`src/rtl/theta_tracker.sv`:
```
// theta_tracker: derives the POV slice index from a once-per-revolution hall index pulse.
// Each measured revolution length is split into ROTATIONAL_RES slices, remainder spread evenly.
module theta_tracker #(
  parameter int ROTATIONAL_RES = 1024,
  parameter int PERIOD_WIDTH = 32,
  parameter int MIN_PERIOD = 2 * ROTATIONAL_RES,
  parameter logic [PERIOD_WIDTH-1:0] TIMEOUT = {1'b1, {(PERIOD_WIDTH-1){1'b0}}}
) (
  input  logic                                clk_in,
  input  logic                                rst_in,
  input  logic                                hall_in,
  output logic [$clog2(ROTATIONAL_RES)-1:0]   theta,
  output logic                                locked,
  output logic                                slice_strobe,
  output logic                                rev_strobe,
  output logic [PERIOD_WIDTH-1:0]             period
);

  localparam int L = $clog2(ROTATIONAL_RES);
  localparam logic [PERIOD_WIDTH-1:0] ONE_P  = PERIOD_WIDTH'(1);
  localparam logic [PERIOD_WIDTH-1:0] MIN_M1 = PERIOD_WIDTH'(MIN_PERIOD - 1);
  localparam logic [PERIOD_WIDTH-1:0] TO_M1  = TIMEOUT - ONE_P;
  localparam logic [L:0]              RES_W  = ROTATIONAL_RES[L:0];
  localparam logic [L-1:0]            THETA_MAX = '1;
  localparam logic [L-1:0]            THETA_ONE = L'(1);

  typedef enum logic [1:0] {UNSEEN, MEASURE, LOCKED} state_t;

  state_t                  state_q;
  logic                    sync0_q, sync1_q, sync2_q, rise_q;
  logic [PERIOD_WIDTH-1:0] since_q, period_q, cnt_q;
  logic [L-1:0]            theta_q;
  logic [L:0]              acc_q;
  logic                    xtra_q, locked_q, slice_q, rev_q;

  logic                    accept_d, timeout_d, slice_end_d;
  logic [PERIOD_WIDTH-1:0] new_period_d, base_d;
  logic [L:0]              rem_d, sum_d;

  always_comb begin
    accept_d     = rise_q && ((state_q == UNSEEN) || (since_q >= MIN_M1));
    timeout_d    = since_q >= TO_M1;
    new_period_d = since_q + ONE_P;
    base_d       = period_q >> L;
    rem_d        = {1'b0, period_q[L-1:0]};
    sum_d        = acc_q + rem_d;
    slice_end_d  = (cnt_q + ONE_P) == (base_d + {{(PERIOD_WIDTH-1){1'b0}}, xtra_q});
  end

  // acc_q holds the accumulator after the current slice was evaluated; xtra_q is that slice's extra cycle.
  always_ff @(posedge clk_in) begin
    if (rst_in) begin
      state_q  <= UNSEEN;
      sync0_q  <= 1'b0;
      sync1_q  <= 1'b0;
      sync2_q  <= 1'b0;
      rise_q   <= 1'b0;
      since_q  <= '0;
      period_q <= '0;
      cnt_q    <= '0;
      theta_q  <= '0;
      acc_q    <= '0;
      xtra_q   <= 1'b0;
      locked_q <= 1'b0;
      slice_q  <= 1'b0;
      rev_q    <= 1'b0;
    end else begin
      sync0_q <= hall_in;
      sync1_q <= sync0_q;
      sync2_q <= sync1_q;
      rise_q  <= sync1_q & ~sync2_q;
      rev_q   <= accept_d;
      slice_q <= 1'b0;
      if (since_q != '1) since_q <= since_q + ONE_P;

      if (accept_d) begin
        since_q <= '0;
        theta_q <= '0;
        cnt_q   <= '0;
        xtra_q  <= 1'b0;
        if (state_q == UNSEEN) begin
          state_q <= MEASURE;
          acc_q   <= '0;
        end else begin
          // Slice 0 starts with an empty accumulator, so it never takes the extra cycle.
          state_q  <= LOCKED;
          period_q <= new_period_d;
          acc_q    <= {1'b0, new_period_d[L-1:0]};
          locked_q <= 1'b1;
          slice_q  <= 1'b1;
        end
      end else if (timeout_d) begin
        state_q  <= UNSEEN;
        locked_q <= 1'b0;
        theta_q  <= '0;
        period_q <= '0;
        cnt_q    <= '0;
        acc_q    <= '0;
        xtra_q   <= 1'b0;
      end else if ((state_q == LOCKED) && (theta_q != THETA_MAX)) begin
        if (slice_end_d) begin
          theta_q <= theta_q + THETA_ONE;
          cnt_q   <= '0;
          slice_q <= 1'b1;
          if (sum_d >= RES_W) begin
            xtra_q <= 1'b1;
            acc_q  <= sum_d - RES_W;
          end else begin
            xtra_q <= 1'b0;
            acc_q  <= sum_d;
          end
        end else begin
          cnt_q <= cnt_q + ONE_P;
        end
      end
    end
  end

  assign theta        = theta_q;
  assign locked       = locked_q;
  assign slice_strobe = slice_q;
  assign rev_strobe   = rev_q;
  assign period       = period_q;

endmodule

```
`config.mk`:
```
export PLATFORM = sky130hd
export DESIGN_NAME = theta_tracker
export DESIGN_NICKNAME = d
export VERILOG_FILES = /design/src/rtl/theta_tracker.sv
export SDC_FILE = /design/constraint.sdc
export NUM_CORES = 1
export LEC_CHECK = 0
export CORE_AREA = 2 2 157 159
export CTS_CLUSTER_DIAMETER = 80
export DETAILED_ROUTE_END_ITERATION = 10
export DIE_AREA = 0 0 159 161
export SLEW_MARGIN = 5
export SYNTH_ARGS = -nofsm -noshare
export SYNTH_HDL_FRONTEND = slang
export SYNTH_SLANG_ARGS = --single-unit
```
`constraint.sdc`:
```
create_clock -name clk_in -period 4.3 [get_ports clk_in]
set_input_delay 0.43 -clock clk_in [delete_from_list [all_inputs] [get_ports clk_in]]
set_output_delay 0.43 -clock clk_in [all_outputs]
set_load 0.05 [all_outputs]
```
==> impl_metrics.tcl <==
set metrics [dict create \
    grt_start_max_net_pins 33 \
    coreArea_mm2 0.0240 \
    slew_viol_final 0 \
    final_area_mm2 0.00851 \
    wl_per_cell_um 15.4 \
    grt_usage_pct 15.0 \
    layout_min_cycle_time_ps 3940 \
    yosysWarningCount 0 \
    critical_path.top_delay_family "simple AND/OR/NAND/NOR gates" \
    layout.nets 910 \
    path_max_fanout 31 \
    avgViaCountPerCell 5.05 \
    synth-seq-cells 127 \
    arrival_ps 4240 \
    drt-pass1-iter-count 4 \
    hp-class "flip-flop to flip-flop" \
    synth_common_cells "dfxtp_1, nor2_1, nand2_1" \
    hold-path-endpoint "rise_q$_SDFF_PP0_" \
    clockBufferDepth 2 \
    syn_nets 870 \
    antenna_left 0 \
    io_pins 48 \
    num_antenna_cells 0 \
    h-tree-depth 4 \
    gp_congestion 0.892 \
    crit_start "cnt_q[2]$_SDFFE_PP0P_" \
    slew_headroom_pct 23.9 \
    synth_top_area_share_pct 36.0 \
    rsz0062_at_grt "false" \
    path_clk_slew_ps 60 \
    die_height_um 161 \
    syn_area_mm2 0.00706 \
    drcViolationCount 0 \
    outcome "finished, final reports clean" \
    irDropWorstVdd_v 0.000219 \
    slowest_delay_ps 720 \
    synth_top_cell_by_area "dfxtp_1" \
    async_flop_share_pct 0 \
    cts_tree "yes" \
    cp-end-kind "flip-flop" \
    overflow 0 \
    reg2regPathDepth 10 \
    powerDensity_mw_per_mm2 315 \
    die_x_um 159 \
    worst_pin_slew_ps 1140 \
    drt_wl_total_um 18900 \
    synth_ff_type "dfxtp_1" \
    cts_made_buffers 17 \
    hold_violations 0 \
    timing.fmax_mhz 254 \
    vias 6195 \
    die_area_mm2 0.0256 \
    start_util_pct 29.5 \
    r2r-end "cnt_q[3]$_SDFFE_PP0P_" \
    syn_inst 850 \
    cts_resized 0 \
    criticalPathCategory "flip-flop to flip-flop" \
    min_path_cells 1 \
    skew_ps 10.6 \
    first_global_vias 5986 \
    dp_hpwl_um 13700 \
    slowest_stage "or4_1" \
    period_share_pct 91.7 \
    leakage_nw 3.09 \
    required_ps 4600 \
    setup_viol 0 \
    area_growth_pct 20.5 \
    io_buffer_count 47 \
    layout-drive-gt1-share_pct 7.64 \
    clock_latency_ps 420 \
    cts_root_buf "clkbuf_16" \
    rr_startpoint "cnt_q[2]$_SDFFE_PP0P_" \
    ys_types 63 \
    antenna_found_initial 0 \
    grt_first_pass_wirelength_um 31000 \
    synth-seq-area-share_pct 36.0 \
    drv_cap 0 \
    path_cells "nand4_1 > or4_1 > nor3_2 > o221ai_1 > a2111oi_0 > nand4_1 > a2111o_1 > nand2_1 > buf_4 > nor2_1" \
    synth_area_leaders "dfxtp_1, xnor2_1, xor2_1, nor2_1, nand2_1" \
    path_buf_inv 1 \
    dpl_cell_area_mm2 0.00789 \
    rrSetupSlack_ps 360 \
    crit_path_frequent_cell "nand4_1" \
    fillCellCount 2528 \
    hold_buffers 0 \
    drtIter0Drc 352 \
    numClockSinks 127 \
    syn-mean-instance-area_um2 8.31 \
    worstSetupStartpointType "flip-flop" \
    cts_setup_buffers 0 \
    finalSetupTns_ps 0 \
    hp-start "sync2_q$_SDFF_PP0_" \
    num_rows 57 \
    synth_most_common_cell "dfxtp_1" \
    synth_edf_count 0 \
]
-- state kept, by name, indices dropped and copies added, names as in the netlist --
name / count
rise_q: 1
xtra_q: 1
sync2_q: 1
slice_strobe: 1
cnt_q: 32
theta: 10
since_q: 32
period: 32
rev_strobe: 1
acc_q: 11
sync0_q: 1
state_q: 2
locked: 1
sync1_q: 1
-- stage by stage --
step / hold WS [ps] / power, W / worst slack (ps) / utilization [%] / instances
floorplan: 367 / 0.00126 / 720 / - / 850
global placement: 382 / 0.00128 / 428 / 32.9 / 1192
detailed placement: 380 / 0.00128 / 340 / 32.9 / 1192
CTS: 390 / 0.00272 / 334 / 35.4 / 1224
global route: 419 / 0.00277 / 36.1 / 35.5 / 1227
finish: 386 / 0.00268 / 358 / 35.5 / 1227
-- layer usage --
layer | global-route usage, % | routed length (um)
met2 | 25.4 | 9090
met1 | 18.8 | 8670
met4 | 5.70 | 418
met5 | 0 | 0
met3 | 3.11 | 670
-- worst max path at each step --
stage	depth (start not counted)	slack, ps	end
final	10	360	cnt_q[3]$_SDFFE_PP0P_
after global routing	10	40	cnt_q[28]$_SDFFE_PP0P_
after CTS	10	330	cnt_q[13]$_SDFFE_PP0P_
after detailed placement	10	340	cnt_q[26]$_SDFFE_PP0P_
after global placement	10	430	cnt_q[0]$_SDFFE_PP0P_
after floorplan	11	720	acc_q[0]$_SDFFE_PP0P_
-- area by class of cell --
class	instances	area, um^2	share of cell area [%]
well taps	324	405	4.76
clock inverters	10	100	1.18
flip-flops and latches	127	2540	29.9
inverters	19	71.3	0.838
clock buffers	22	494	5.81
multi-input cells	659	4280	50.3
repair buffers	66	613	7.21
-- where the power goes --
group | internal (W) | switching (W)
Sequential | 0.00118 | 0.00000671
Clock | 0.000877 | 0.000552
Combinational | 0.0000209 | 0.0000424
Total | 0.00208 | 0.000601
-- layout by cell type (no fill, tap or decap), types with 17 or more instances in the layout --
cell,Yosys,final
dfxtp_1,127,127
nor2_1,88,88
nand2_1,83,83
xnor2_1,70,70
a21oi_1,59,58
xor2_1,48,48
clkdlybuf4s50_1,0,47
nand3_1,44,44
o21ai_0,32,32
nand4_1,31,31
and3_1,20,20
inv_1,19,19
nor3_1,19,19
buf_4,0,19
nor4_1,18,18
clkbuf_16,0,17
-- kinds of logic (layout without fill, tap and decap cells) --
kind of cell | count (synthesis) | in the layout | synth area share, %
XOR/XNOR | 123 | 123 | 16.2
adder cells (fa/ha/maj) | 17 | 17 | 3.12
buffers and inverters | 64 | 117 | 3.67
AND/OR/NAND/NOR | 365 | 365 | 26.8
multiplexers | 8 | 8 | 1.13
flip-flops | 127 | 127 | 36.0
AO/OA/AOI/OAI | 146 | 146 | 13.0
(Power assumes the default switching activity.)
